<file path="src/rtl/ram_arb_pkg.sv">
// Shared types and defaults for the data-RAM arbiter.
// Optional debug aging is enabled with RAM_ARB_AGE_EN.
package ram_arb_pkg;

    localparam int AW_DEF = 12;
    localparam int DW_DEF = 4;
    localparam int MAX_WAIT_DEF = 8;

    typedef enum logic {
        OWN_CPU,
        OWN_DBG
    } owner_t;

    typedef enum logic {
        ST_NORMAL,
        ST_LOCKED
    } arb_state_t;

    function automatic owner_t grant_owner(input logic i_cpuGnt);
        return i_cpuGnt ? OWN_CPU : OWN_DBG;
    endfunction

endpackage

</file>
<file path="src/rtl/ram_arb_age_cnt.sv">
// Debug starvation counter; raises o_ageWin after MAX_WAIT lost cycles.
// Built only when RAM_ARB_AGE_EN is defined.
module ram_arb_age_cnt
    import ram_arb_pkg::*;
#(
    parameter int MAX_WAIT = MAX_WAIT_DEF
) (
    input  logic i_clk,
    input  logic i_rstN,
    input  logic i_dbgReq,
    input  logic i_dbgGnt,
    output logic o_ageWin
);

    localparam int CW = $clog2(MAX_WAIT + 1);

    logic [CW-1:0] r_waitCnt;

    // Count never passes MAX_WAIT: at the limit debug is always granted.
    always_ff @(posedge i_clk or negedge i_rstN) begin
        if (!i_rstN) begin
            r_waitCnt <= '0;
        end else if (!i_dbgReq || i_dbgGnt) begin
            r_waitCnt <= '0;
        end else begin
            r_waitCnt <= r_waitCnt + 1'b1;
        end
    end

    assign o_ageWin = (r_waitCnt == CW'(MAX_WAIT));

endmodule

</file>
<file path="src/rtl/ram_arbiter.sv">
// Single-port data RAM arbiter between CPU and debug/loader port.
// Define RAM_ARB_AGE_EN to let starved debug requests win a conflict.
module ram_arbiter
    import ram_arb_pkg::*;
#(
    parameter int AW       = AW_DEF,
    parameter int DW       = DW_DEF,
    parameter int MAX_WAIT = MAX_WAIT_DEF
) (
    input  logic          clk,
    input  logic          rstN,
    input  logic          cpuReq,
    input  logic          cpuWe,
    input  logic [AW-1:0] cpuAddr,
    input  logic [DW-1:0] cpuWdata,
    output logic          cpuGnt,
    output logic          cpuRvalid,
    output logic [DW-1:0] cpuRdata,
    input  logic          dbgReq,
    input  logic          dbgWe,
    input  logic [AW-1:0] dbgAddr,
    input  logic [DW-1:0] dbgWdata,
    output logic          dbgGnt,
    output logic          dbgRvalid,
    output logic [DW-1:0] dbgRdata,
    input  logic          dbgLock,
    output logic          lockAck,
    output logic          ramWe,
    output logic          ramRe,
    output logic [AW-1:0] ramAddr,
    output logic [DW-1:0] ramDataIn,
    input  logic [DW-1:0] ramDataOut
);

    arb_state_t r_state;
    arb_state_t w_stateNxt;
    logic       r_respValid;
    owner_t     r_respOwner;

    logic w_ageWin;
    logic w_cpuGnt;
    logic w_dbgGnt;
    logic w_rdIssue;
    logic w_cpuRv;
    logic w_dbgRv;

`ifdef RAM_ARB_AGE_EN
    ram_arb_age_cnt #(
        .MAX_WAIT (MAX_WAIT)
    ) u_age_cnt (
        .i_clk    (clk),
        .i_rstN   (rstN),
        .i_dbgReq (dbgReq),
        .i_dbgGnt (w_dbgGnt),
        .o_ageWin (w_ageWin)
    );
`else
    assign w_ageWin = 1'b0;
`endif

    // Grants are gated by rstN so nothing leaks out during reset.
    assign w_cpuGnt = rstN & cpuReq & ~dbgLock
                    & (r_state == ST_NORMAL) & ~w_ageWin;
    assign w_dbgGnt = rstN & dbgReq & ~w_cpuGnt;

    assign cpuGnt = w_cpuGnt;
    assign dbgGnt = w_dbgGnt;

    always_comb begin
        ramWe     = 1'b0;
        ramRe     = 1'b0;
        ramAddr   = '0;
        ramDataIn = '0;
        if (w_cpuGnt) begin
            ramWe     = cpuWe;
            ramRe     = ~cpuWe;
            ramAddr   = cpuAddr;
            ramDataIn = cpuWdata;
        end else if (w_dbgGnt) begin
            ramWe     = dbgWe;
            ramRe     = ~dbgWe;
            ramAddr   = dbgAddr;
            ramDataIn = dbgWdata;
        end
    end

    always_comb begin
        w_stateNxt = r_state;
        unique case (r_state)
            ST_NORMAL: if (dbgLock) w_stateNxt = ST_LOCKED;
            ST_LOCKED: if (!dbgLock) w_stateNxt = ST_NORMAL;
        endcase
    end

    always_ff @(posedge clk or negedge rstN) begin
        if (!rstN) begin
            r_state <= ST_NORMAL;
        end else begin
            r_state <= w_stateNxt;
        end
    end

    assign w_rdIssue = (w_cpuGnt & ~cpuWe) | (w_dbgGnt & ~dbgWe);

    // Tracks the single read whose data appears on ramDataOut next cycle.
    always_ff @(posedge clk or negedge rstN) begin
        if (!rstN) begin
            r_respValid <= 1'b0;
            r_respOwner <= OWN_CPU;
        end else begin
            r_respValid <= w_rdIssue;
            if (w_rdIssue) begin
                r_respOwner <= grant_owner(w_cpuGnt);
            end
        end
    end

    assign w_cpuRv = rstN & r_respValid & (r_respOwner == OWN_CPU);
    assign w_dbgRv = rstN & r_respValid & (r_respOwner == OWN_DBG);

    assign cpuRvalid = w_cpuRv;
    assign dbgRvalid = w_dbgRv;
    assign cpuRdata  = w_cpuRv ? ramDataOut : '0;
    assign dbgRdata  = w_dbgRv ? ramDataOut : '0;

    assign lockAck = rstN & (r_state == ST_LOCKED)
                   & ~(r_respValid & (r_respOwner == OWN_CPU));

endmodule
</file>
<file path="config.mk">
export PLATFORM = sky130hd
export DESIGN_NAME = ram_arbiter
export DESIGN_NICKNAME = d
export VERILOG_FILES = /design/src/rtl/ram_arb_pkg.sv /design/src/rtl/ram_arb_age_cnt.sv /design/src/rtl/ram_arbiter.sv
export SDC_FILE = /design/constraint.sdc
export NUM_CORES = 1
export LEC_CHECK = 0
export ABC_AREA = 1
export CELL_PAD_IN_SITES_DETAIL_PLACEMENT = 1
export CELL_PAD_IN_SITES_GLOBAL_PLACEMENT = 1
export CORE_UTILIZATION = 13
export CTS_BUF_LIST = sky130_fd_sc_hd__clkbuf_4
export CTS_CLUSTER_SIZE = 16
export DETAILED_ROUTE_END_ITERATION = 12
export GPL_TIMING_DRIVEN = 0
export PLACE_DENSITY = 0.87
export SYNTH_ARGS = -nofsm -noshare
export SYNTH_HDL_FRONTEND = slang
export SYNTH_SLANG_ARGS = --single-unit
</file>
<file path="constraint.sdc">
create_clock -name clk -period 2.1 [get_ports clk]
set_input_delay 0.42 -clock clk [delete_from_list [all_inputs] [get_ports clk]]
set_output_delay 0.42 -clock clk [all_outputs]
set_load 0.005 [all_outputs]
</file>
==> metrics <==
Pins Over Slew Limit=0; initial antenna violation count=0; most frequent cells in the layout=50 x clkdlybuf4s50_1, 41 x nand2_1, 17 x nand3_1, 12 x buf_4, 11 x nor2_1; RSZ-0062 raised after global routing=yes; met3 wire len=210 µm; H-tree Lvls=1; CP max stage delay=0.27 ns; Seq/Total Area, Yosys=16.0%; CTS Hold Bufs=0; maximum clock rate=493 MHz; Tot Pwr=0.370 mW; post-synth top area share=34.5%; Remaining Overflow, GRT=0; setup violators final=0; Setup Skew=0.0000290 ns; Routed met1 length=933 µm; CP dominant cell by count=nand2_1; status=finished, final reports clean; maximum clock path buffer count=2; worst rel slew slack=86.7%; Worst Path Buf+Inv=6; Clock Latency Late Sink=0.23 ns; core area=3390 µm²; worst vdd ir=0.115 mV; DRC=0; routed wire length=2540 µm; period utilisation layout=96.7%; Antenna Violating Nets Remaining=0; CP Depth=10; Initial Util=13.8%; leading area contributor after synthesis=nand2_1; Critical Path RT=1.68 ns; clock sinks=3; global-route wire length before repair=3590 µm; type of origin of the critical path=input port; total CTS buffers=3; pwr dens=263 nW/µm²; Ant. Diodes=0; CTS tree=done; R2R cell count=5; Hold/Removal Path Class=input port to async pin; Max Cap Violations=0; # IOs=74; register bit total from synthesis=3; kind of cell adding the most delay to the critical path=buffers and inverters; Synth Instances=94; Post-DP HPWL=2020 µm; total number of vias=932; Final TNS setup=0 ns; top layer in use=met4; commonest non-fill, non-tap cell in the layout=clkdlybuf4s50_1; CTS root buf=clkbuf_4; largest net degree at the start of global routing=11; post-synth cell types=12; slowest CP cell=clkdlybuf4s15_2; Worst Max-Slew Pin Slew=0.199 ns; full die area=3840 µm²; Initial DRT Pass Iterations=4; PortBufs=73; DR vias/cell=4.03; width of the die=62.0 µm; GRT Total Usage=12.7%; vias in the first global route=843; area delta synth->final=200%; crit path time final=2.03 ns; WL per Instance=11.0 µm; routed wl met2=1360 µm; Cell Area, Synth=468 µm²; final hold vios=0; kind of critical path=input port to primary output; Die Y=62.0 µm; share of cells above drive strength 1=21.1%; LEAKAGE=0.851 nW; largest cells by area after synthesis=nand2_1 34%, nand3_1 20%, dfrtp_1 16%, nor2_1 8.8%, inv_1 8.0%; row count=21; Avg Cell Area, Syn=4.98 µm²; Ys Warns=0; Crit. End Element=primary output; DRT iter0 DRCs=24; Critical Path, Cell by Cell=clkdlybuf4s15_2, nand2_1, inv_2, nand2_4, inv_8, buf_4, buf_6, nand2_1, nand2_1, dlygate4sd2_1; post-synth net total=137; Net count, final=229; Final Wtd Congestion=0.699; Crit Path Max Fanout=8; WP data arrival=1.61 ns; clock-pin slew on the worst setup and hold paths=0.04 ns
==> state kept, by name, indices dropped and copies added, names as in the netlist <==
| register | cells |
|---|---|
| r_state | 1 |
| r_respValid | 1 |
| r_respOwner | 1 |
==> cells in the mapped netlist <==
master,instances
buf_6,1
dfrtp_1,3
nor2_2,1
nor2_1,11
inv_2,2
clkinv_4,1
nand2_1,43
buf_2,1
nand3_1,19
inv_1,10
buf_4,1
nand2_4,1
==> cells by family after synthesis <==
group,Yosys count,synth area share [%]
flops,3,16.0
buf+inv,16,16.6
simple gates,75,67.4
==> per-stage QoR <==
step	utilization, %	hold WS, ns	setup slack (ns)	area [µm²]	cells
after detailed placement	37.1	0.504	-0.614	1260	213
after global routing	41.5	0.118	-0.0265	1410	231
after CTS	39.7	0.0999	-0.222	1350	224
final	41.5	0.119	0.0698	1410	231
after global placement	37.1	0.490	-0.579	1260	213
after floorplan	-	0.124	0.699	468	94
==> path summary, 6_finish.rpt <==
| path | startpoint | slack, ns | endpoint |
|---|---|---|---|
| worst min-delay path | rstN | 0.12 | r_respOwner |
| worst max register to register | r_state | 1.04 | r_respValid |
| max in group asynchronous | rstN | 1.81 | r_state |
| worst max-delay path | rstN | 0.07 | ramAddr[6] |
| worst min register to register | r_respOwner | 0.54 | r_respOwner |
| min in group clk | dbgLock | 0.46 | r_state |
==> metal layers <==
metal | track usage (%) | up-vias
li1 | - | 466
met1 | 13.8 | 419
met2 | 22.8 | 43
met3 | 3.73 | 4
met4 | 5.71 | 0
met5 | 0 | -
==> power by group <==
group,internal (mW),switching (mW)
registers,0.0631,0.00457
clock network,0.0841,0.0299
logic,0.125,0.0635
==> final cells by class <==
class                           instances  area [µm²]
Inverter                               13        56.3
Sequential cell                         3        75.1
Clock buffer                            4        30.0
Timing Repair Buffer                   88         837
Fill cell                             439        1980
Buffer                                  2        18.8
Tap cell                               46        57.6
Multi-Input combinational cell         75         330
==> what timing repair did <==
item	CTS	global route
gates resized for setup	26	28
cloned	1	0
pin swaps	2	1
endpoints found under the setup margin	31	23
setup buffers	6	8
Note: power is estimated with default switching activity, not from simulation.
